[src/rtl/game_pkg.sv]
// Shared types and constants for the game score controller: FSM encoding,
// tune selection codes and the decimal-digit saturation helper.
package game_pkg;

  typedef enum logic [1:0] {
    ST_IDLE = 2'b00,
    ST_PLAY = 2'b01,
    ST_TUNE = 2'b10,
    ST_OVER = 2'b11
  } state_e;

  localparam logic [1:0] TUNE_NONE = 2'b00;
  localparam logic [1:0] TUNE_WIN  = 2'b01;
  localparam logic [1:0] TUNE_LOSE = 2'b10;

  localparam logic [3:0] MAX_DIGIT = 4'd9;

  function automatic logic [3:0] sat_inc(input logic [3:0] val);
    logic [3:0] res;
    if (val >= MAX_DIGIT) begin
      res = MAX_DIGIT;
    end else begin
      res = val + 4'd1;
    end
    return res;
  endfunction

endpackage

[src/rtl/sat_digit_counter.sv]
// Single decimal digit counter that saturates at MAX_DIGIT; clear has priority
// over increment.
module sat_digit_counter
  import game_pkg::*;
(
  input  logic       clk,
  input  logic       rst_n,
  input  logic       clear,
  input  logic       inc,
  output logic [3:0] count
);

  logic [3:0] count_q;
  logic [3:0] count_d;

  // next-count selection
  always_comb begin
    count_d = count_q;
    if (clear) begin
      count_d = 4'd0;
    end else if (inc) begin
      count_d = sat_inc(count_q);
    end else begin
      count_d = count_q;
    end
  end

  // count register
  always_ff @(posedge clk or negedge rst_n) begin
    if (!rst_n) begin
      count_q <= 4'd0;
    end else begin
      count_q <= count_d;
    end
  end

  assign count = count_q;

endmodule

[src/rtl/game_score_ctrl.sv]
// Game score controller: counts won/lost rounds, requests a tune per round and
// declares the game over at the configured limits. Define TUNE_TIMEOUT_EN to
// abandon a tune wait after TIMEOUT_CYCLES cycles.
module game_score_ctrl
  import game_pkg::*;
#(
  parameter int WIN_LIMIT      = 5,
  parameter int LOSE_LIMIT     = 3,
  parameter int TIMEOUT_CYCLES = 1000
) (
  input  logic       clk,
  input  logic       rst_n,
  input  logic       start,
  input  logic       round_win,
  input  logic       round_lose,
  input  logic       tune_done,
  output logic       tune_req,
  output logic [1:0] tune_sel,
  output logic [3:0] win_cnt,
  output logic [3:0] lose_cnt,
  output logic       game_over,
  output logic       winner,
  output logic       tune_timeout
);

  localparam logic [3:0] WIN_LIM_C  = 4'(WIN_LIMIT);
  localparam logic [3:0] LOSE_LIM_C = 4'(LOSE_LIMIT);

  state_e     state_q;
  logic       tune_req_q;
  logic [1:0] tune_sel_q;
  logic       game_over_q;
  logic       winner_q;
  logic       tune_timeout_q;

  logic       clear_s;
  logic       inc_win_s;
  logic       inc_lose_s;
  logic       expire_s;
  logic       finish_s;

`ifdef TUNE_TIMEOUT_EN
  logic [31:0] timer_q;

  // cycles spent waiting in TUNE; idle at zero elsewhere
  always_ff @(posedge clk or negedge rst_n) begin
    if (!rst_n) begin
      timer_q <= 32'd0;
    end else if (state_q == ST_TUNE) begin
      timer_q <= timer_q + 32'd1;
    end else begin
      timer_q <= 32'd0;
    end
  end

  assign expire_s = (state_q == ST_TUNE) && (timer_q == 32'(TIMEOUT_CYCLES - 1));
`else
  assign expire_s = 1'b0;
`endif

  // round events and clears feeding the digit counters
  always_comb begin
    clear_s    = start && ((state_q == ST_IDLE) || (state_q == ST_OVER));
    inc_lose_s = (state_q == ST_PLAY) && round_lose;
    inc_win_s  = (state_q == ST_PLAY) && round_win && !round_lose;
    finish_s   = (state_q == ST_TUNE) && (tune_done || expire_s);
  end

  sat_digit_counter u_win_cnt (
    .clk   (clk),
    .rst_n (rst_n),
    .clear (clear_s),
    .inc   (inc_win_s),
    .count (win_cnt)
  );

  sat_digit_counter u_lose_cnt (
    .clk   (clk),
    .rst_n (rst_n),
    .clear (clear_s),
    .inc   (inc_lose_s),
    .count (lose_cnt)
  );

  // main FSM with registered outputs; counts already include the latest round in TUNE
  always_ff @(posedge clk or negedge rst_n) begin
    if (!rst_n) begin
      state_q        <= ST_IDLE;
      tune_req_q     <= 1'b0;
      tune_sel_q     <= TUNE_NONE;
      game_over_q    <= 1'b0;
      winner_q       <= 1'b0;
      tune_timeout_q <= 1'b0;
    end else begin
      tune_timeout_q <= 1'b0;
      case (state_q)
        ST_IDLE: begin
          if (start) begin
            state_q <= ST_PLAY;
          end else begin
            state_q <= ST_IDLE;
          end
        end
        ST_PLAY: begin
          if (round_lose) begin
            tune_req_q <= 1'b1;
            tune_sel_q <= TUNE_LOSE;
            state_q    <= ST_TUNE;
          end else if (round_win) begin
            tune_req_q <= 1'b1;
            tune_sel_q <= TUNE_WIN;
            state_q    <= ST_TUNE;
          end else begin
            state_q <= ST_PLAY;
          end
        end
        ST_TUNE: begin
          if (finish_s) begin
            tune_req_q     <= 1'b0;
            tune_sel_q     <= TUNE_NONE;
            tune_timeout_q <= !tune_done;
            if (lose_cnt >= LOSE_LIM_C) begin
              state_q     <= ST_OVER;
              game_over_q <= 1'b1;
              winner_q    <= 1'b0;
            end else if (win_cnt >= WIN_LIM_C) begin
              state_q     <= ST_OVER;
              game_over_q <= 1'b1;
              winner_q    <= 1'b1;
            end else begin
              state_q <= ST_PLAY;
            end
          end else begin
            state_q <= ST_TUNE;
          end
        end
        ST_OVER: begin
          if (start) begin
            game_over_q <= 1'b0;
            winner_q    <= 1'b0;
            state_q     <= ST_PLAY;
          end else begin
            state_q <= ST_OVER;
          end
        end
        default: begin
          state_q    <= ST_IDLE;
          tune_req_q <= 1'b0;
          tune_sel_q <= TUNE_NONE;
        end
      endcase
    end
  end

  assign tune_req     = tune_req_q;
  assign tune_sel     = tune_sel_q;
  assign game_over    = game_over_q;
  assign winner       = winner_q;
  assign tune_timeout = tune_timeout_q;

endmodule

[config.mk]
export PLATFORM = sky130hd
export DESIGN_NAME = game_score_ctrl
export DESIGN_NICKNAME = d
export VERILOG_FILES = /design/src/rtl/game_pkg.sv /design/src/rtl/sat_digit_counter.sv /design/src/rtl/game_score_ctrl.sv
export SDC_FILE = /design/constraint.sdc
export NUM_CORES = 1
export LEC_CHECK = 0
export ABC_AREA = 0
export BUFFER_PORTS_ARGS = -buffer_cell sky130_fd_sc_hd__buf_2
export CAP_MARGIN = 25
export CORE_MARGIN = 4
export CORE_UTILIZATION = 50
export CTS_BUF_LIST = sky130_fd_sc_hd__clkbuf_8 sky130_fd_sc_hd__clkbuf_16
export CTS_CLUSTER_DIAMETER = 200
export DETAILED_ROUTE_END_ITERATION = 12
export PLACE_DENSITY_LB_ADDON = 0.08
export SYNTH_ARGS = -nofsm -noshare
export SYNTH_HDL_FRONTEND = slang
export SYNTH_SLANG_ARGS = --single-unit
export TNS_END_PERCENT = 100
[constraint.sdc]
create_clock -name clk -period 2.05 [get_ports clk]
set_input_delay 0.1025 -clock clk [delete_from_list [all_inputs] [get_ports clk]]
set_output_delay 0.1025 -clock clk [all_outputs]
set_load 0.005 [all_outputs]
==> flow_metrics.env, run 1 <==
export IMPL_antenna_found_initial=0
export IMPL_cap_violations=0
export IMPL_skew_ns=0.000683
export IMPL_start_util_pct=53.3
export IMPL_vias_per_cell=5.13
export IMPL_clock_sinks=16
export IMPL_synth_seq_cells=16
export IMPL_netlist_area_leader_share_pct=43.0
export IMPL_track_usage_pct=16.4
export IMPL_grt_pass1_vias=764
export IMPL_hold_viol_final=0
export IMPL_hpwl_um=1430
export IMPL_first_pass_iters=4
export IMPL_crit_arrival_ns=1.94
export IMPL_setup_violations=0
export IMPL_io_pins=20
export IMPL_crit_chain="ha_1 > or3_4 > a21oi_4 > a31oi_2 > mux2_4"
export IMPL_fp_row_count=15
export IMPL_grt_pass1_wl_um=3240
export IMPL_busiest_layer="met2"
export IMPL_cp_start_kind="register"
export IMPL_hold_class="in2reg"
export IMPL_cp_slowest_cell="dfrtp_1"
export IMPL_core_area_mm2=0.00175
export IMPL_period_share_pct=88.0
export IMPL_place_inst=138
export IMPL_fillers=148
export IMPL_critPathTopFamily="flip-flops"
export IMPL_min_period_ns=1.80
export IMPL_synth_cell_types=31
export IMPL_run_status="complete, no violations"
export IMPL_synth_seq_area_share_pct=43.0
export IMPL_cts_setup_buffers=0
export IMPL_crit_buf_inv=0
export IMPL_syn_to_final_growth_pct=19.1
export IMPL_drt_iter0_markers=13
export IMPL_post_drt_wl_per_cell_um=12.9
export IMPL_ctsResizeCount=0
export IMPL_overflow=0
export IMPL_clock_root_buffer="clkbuf_8"
export IMPL_use_met2_pct=29.4
export IMPL_path_clk_slew_ns=0.06
export IMPL_p_leak_nw=0.542
export IMPL_io_buffers=19
export IMPL_max_vdd_ir_drop_v=0.000711
export IMPL_die_area_mm2=0.00262
export IMPL_vias=728
export IMPL_grt_util_met3_pct=2.62
export IMPL_yosys_area_top_type="dfrtp_1"
export IMPL_worstSetupEndpointType="register"
export IMPL_grt_max_degree=17
export IMPL_cts_buffers=3
export IMPL_rsz0062_at_grt="no"
export IMPL_drive_above_1_share_pct=25.6
export IMPL_gp_congestion=0.752
export IMPL_die_h_um=51.2
export IMPL_grt_met1_usage_pct=18.7
export IMPL_cp_required_ns=2.18
export IMPL_nNetsFinal=135
export IMPL_synth_area_um2=931
export IMPL_clock_latency_ns=0.24
export IMPL_antennaDiodeCount=0
export IMPL_fin_tns_setup_ns=0
export IMPL_totalWireLength_um=1840
export IMPL_whs_ns=0.0881
export IMPL_mostFrequentLayoutCells="buf_2 (19), dfrtp_1 (16), inv_1 (10), ha_1 (10), a21oi_1 (9)"
export IMPL_crit_type="reg2reg"
export IMPL_yosys_top_cells_area="dfrtp_1 (43%), ha_1 (13%), a21oi_1 (4.8%)"
export IMPL_syn_inst=95
export IMPL_timing_fmax_mhz=554
export IMPL_tritoncts="yes"
export IMPL_clock_path_buffers=2
export IMPL_antenna_left=0
export IMPL_fp_dieW_um=51.2
export IMPL_cp_max_fo=7
export IMPL_cts_hold_buf=1
export IMPL_syn_nets=111
export IMPL_htree_levels=1
export IMPL_ys_warn_count=0
export IMPL_syn_avg_cell_area_um2=9.80
export IMPL_final_common_cell="buf_2"
export IMPL_layout_cells_non_filler=142
export IMPL_power_density_mw_per_mm2=1150
export IMPL_maxSlewViolCount=0
export IMPL_slowest_delay_ns=0.45
export IMPL_drc_errors=0
-- layer usage --
layer	part of all wire, %	wire (um)	up-vias
li1	-	-	366
met2	49	891	19
met5	0	0	-
met4	1.9	34	0
met1	45	832	339
met3	4.3	79	4
-- path summary, 6_finish.rpt --
check | from | endpoint | slack, ns | cells after the start
setup / recovery | u_lose_cnt.count[0] | winner | 0.25 | 5
hold / removal | start | state_q[0] | 0.09 | 2
setup reg to reg | u_lose_cnt.count[0] | winner | 0.25 | 5
hold reg to reg | winner | winner | 0.51 | 1
max in group asynchronous | rst_n | state_q[0] | 1.50 | 2
min in group asynchronous | rst_n | game_over | 0.30 | 2
-- through the flow --
step	setup slack (ns)	power, mW	area (um^2)	utilization (%)
after global routing	0.168	1.39	1110	63.5
after detailed placement	0.244	1.06	1060	60.6
final	0.245	1.28	1110	63.5
after floorplan	0.308	0.866	931	-
after CTS	0.239	1.29	1110	63.5
after global placement	0.281	1.04	1060	60.6
-- flip-flops by register name, indices dropped and copies added, names as in the netlist --
name,flops
game_over,1
state_q,2
tune_req,1
tune_sel,2
tune_timeout,1
u_lose_cnt.count,4
u_win_cnt.count,4
winner,1
-- synthesized netlist by cell type --
cell and n:
a22oi_1 2, or3b_2 2, nand4b_1 1, clkbuf_1 2, nand2b_1 4, o211ai_1 1
a21oi_1 9, conb_1 1, a211oi_1 1, a21boi_0 1, nand4_1 1, nand3_1 2
o21bai_1 1, mux2_4 1, ha_1 10, nor2_1 6, a31oi_2 1, mux2i_1 1
and3b_1 1, nor2b_1 1, nand2_1 7, nand3b_1 1, o21ai_0 6, or3_4 1
a31oi_1 1, a21bo_2 1, a21o_1 1, a41oi_1 1, dfrtp_1 16, inv_1 10
a21oi_4 1
-- logic make-up (layout without fill, tap and decap cells) --
group / count (synthesis) / after routing / synth area share (%)
adder cells (fa/ha/maj): 10 / 10 / 13.4
flip-flops: 16 / 16 / 43.0
other: 1 / 1 / 0.403
AO/OA/AOI/OAI: 27 / 27 / 19.5
buffers and inverters: 12 / 34 / 4.84
AND/OR/NAND/NOR: 27 / 27 / 16.1
multiplexers: 2 / 2 / 2.69
-- worst register-to-register path, stage by stage (launching register included) --
cell	delay [ns]
dfrtp_1	0.45
ha_1	0.26
or3_4	0.41
a21oi_4	0.13
a31oi_2	0.13
mux2_4	0.31
-- power by group --
group | internal (mW) | switching [mW]
logic | 0.259 | 0.294
clock network | 0.130 | 0.103
registers | 0.408 | 0.0838
total | 0.797 | 0.481
-- final cells by class --
cell class / count / area [um^2] / share of cell area, %
Tap cell: 25 / 31.3 / 2.82
Clock buffer: 3 / 41.3 / 3.72
Inverter: 10 / 37.5 / 3.39
Timing Repair Buffer: 21 / 113 / 10.2
Sequential cell: 16 / 400 / 36.1
Multi-Input combinational cell: 67 / 485 / 43.8
Power figures use the tool's default switching activity.
==> run 2: changes to the inputs <==
--- a/config.mk
+++ b/config.mk
@@ -7,9 +7,8 @@
 export LEC_CHECK = 0
 export ABC_AREA = 0
 export BUFFER_PORTS_ARGS = -buffer_cell sky130_fd_sc_hd__buf_2
-export CAP_MARGIN = 25
-export CORE_MARGIN = 4
-export CORE_UTILIZATION = 50
+export CAP_MARGIN = 10
+export CORE_UTILIZATION = 47
 export CTS_BUF_LIST = sky130_fd_sc_hd__clkbuf_8 sky130_fd_sc_hd__clkbuf_16
 export CTS_CLUSTER_DIAMETER = 200
 export DETAILED_ROUTE_END_ITERATION = 12
==> constraint.sdc (replaced) <==
create_clock -name clk -period 1.6 [get_ports clk]
set_input_delay 0.08 -clock clk [delete_from_list [all_inputs] [get_ports clk]]
set_output_delay 0.08 -clock clk [all_outputs]
set_load 0.005 [all_outputs]
==> run 2 against run 1 <==
  * The flow now finishes with violations (setup timing)
  * Clock power is 26% higher
  * Clock skew is 0.0039 ns higher
  * Total power is 45% higher
  * Clock-buffer cell count stayed put
  * Wire length is 11% higher
  * Final area is 12% higher
==> flow_metrics.env, run 2 (same netlist as run 1, synthesis figures left out) <==
export IMPL_run_status="complete, but fails checks"
export IMPL_violations="setup timing"
export IMPL_setup_violations=1
export IMPL_grt_pass1_vias=739
export IMPL_fp_row_count=15
export IMPL_htree_levels=1
export IMPL_antenna_left=0
export IMPL_drc_errors=0
export IMPL_final_common_cell="buf_2"
export IMPL_nNetsFinal=146
export IMPL_clock_path_buffers=2
export IMPL_seq_area_um2=403
export IMPL_worstHoldStart="start"
export IMPL_skew_ns=0.00462
export IMPL_drt_iter0_markers=8
export IMPL_worstSetupEndpointType="register"
export IMPL_maxSlewViolCount=0
export IMPL_power_density_mw_per_mm2=1500
export IMPL_gp_congestion=0.835
export IMPL_fp_dieW_um=46.5
export IMPL_antennaDiodeCount=0
export IMPL_cp_start_kind="register"
export IMPL_multiInputGateArea_um2=529
export IMPL_start_util_pct=52.2
export IMPL_finalWorstSetupSlack_ns=-0.0505
export IMPL_track_usage_pct=20.8
export IMPL_hold_viol_final=0
export IMPL_cts_buffers=3
export IMPL_syn_to_final_growth_pct=32.9
export IMPL_vias=791
export IMPL_totalWireLength_um=2030
export IMPL_mostFrequentLayoutCells="buf_2 (19), dfrtp_1 (14), buf_4 (12)"
export IMPL_first_pass_iters=4
export IMPL_io_buffers=19
export IMPL_grt_pass1_wl_um=3080
export IMPL_io_pins=20
export IMPL_r2r_cells=5
export IMPL_post_drt_wl_per_cell_um=13.3
export IMPL_crit_type="reg2reg"
export IMPL_power_total_mw=1.86
export IMPL_rr_startpoint="u_lose_cnt.count[0]"
export IMPL_cp_max_fo=6
export IMPL_place_inst=147
export IMPL_min_period_ns=1.65
export IMPL_hpwl_um=1500
export IMPL_tritoncts="yes"
export IMPL_clock_sinks=16
export IMPL_hold_end="state_q[0]"
export IMPL_grt_max_degree=17
export IMPL_die_h_um=46.5
export IMPL_rsz0062_at_grt="yes"
export IMPL_core_area_mm2=0.00178
export IMPL_drive_above_1_share_pct=37.5
export IMPL_die_area_mm2=0.00216
export IMPL_vias_per_cell=5.17
export IMPL_cp_required_ns=1.73
export IMPL_layout_cells_non_filler=153
export IMPL_rrSetupSlack_ns=-0.05
export IMPL_crit_arrival_ns=1.78
export IMPL_reg2reg_to="winner"
export IMPL_fillers=147
export IMPL_max_vdd_ir_drop_v=0.000886
export IMPL_overflow=0
export IMPL_period_share_pct=103
export IMPL_post_route_cell_area_mm2=0.00124
export IMPL_hold_class="in2reg"
export IMPL_cap_violations=0
export IMPL_pre_cts_ws_ns=-0.0843
export IMPL_antenna_found_initial=0
export IMPL_path_clk_slew_ns=0.06
export IMPL_clock_root_buffer="clkbuf_8"
export IMPL_hold_path_depth=2
export IMPL_timing_fmax_mhz=606
export IMPL_postPlaceCellArea_mm2=0.00114
export IMPL_clock_latency_ns=0.25
export IMPL_p_leak_nw=0.598
-- run 2: cell count changes in the layout (fill, tap and decap cells not counted), sizes merged --
cell	before	now
buf	20	31
-- run 2: how the worst max path moves through the flow --
stage / start / end / slack, ns / cells after the start
2_1_floorplan: u_lose_cnt.count[0] / winner / -0.04 / 5
3_5_place_dp: u_lose_cnt.count[0] / winner / -0.08 / 5
5_1_grt: u_lose_cnt.count[1] / winner / -0.10 / 5
6_report: u_lose_cnt.count[0] / winner / -0.05 / 5
3_3_place_gp: u_lose_cnt.count[0] / winner / -0.02 / 5
4_1_cts: u_lose_cnt.count[0] / winner / -0.06 / 5
-- run 2: critical path, stage by stage (launching register included) --
cell and delay, ns:
dfrtp_2 0.45, ha_4 0.18, or3_4 0.34, a21oi_4 0.15
a31oi_4 0.10, mux2_4 0.30
-- run 2: through the flow --
step | setup TNS, ns | utilization [%] | hold slack [ns]
floorplan | -0.0434 | - | -0.216
global placement | -0.0218 | 63.7 | 0.0128
detailed placement | -0.190 | 63.7 | 0.0120
CTS | -0.0564 | 68.4 | 0.0668
global route | -0.201 | 69.4 | 0.0886
finish | -0.0505 | 69.4 | 0.0708
-- run 2: what timing repair did --
item | CTS | global route
resized for setup | 5 | 4
hold buffers | 1 | 0
setup endpoints to repair | 5 | 8
buffers inserted | 2 | 0
hold endpoints to repair | 16 | 0
pin swaps | 1 | 3
-- run 2: per-layer routing --
layer | global-route usage (%) | vias to the layer above | share of wire [%]
met5 | 0 | - | 0
met4 | 9.41 | 0 | 1.3
met3 | 3.53 | 4 | 2.9
met2 | 34.7 | 17 | 51
met1 | 25.8 | 374 | 45
li1 | - | 396 | -
-- run 2: cell type report --
type	instances	share of cell area, %
sequential	16	32.6
clock buffer	3	3.34
multi-input combinational	67	42.8
tap	25	2.53
timing repair buffer	32	15.8
inverter	10	3.03
-- run 2: power breakdown --
part,leakage [nW],switching (mW),internal (mW)
sequential,0.198,0.107,0.527
combinational,0.379,0.468,0.460
clock,0.0216,0.127,0.167
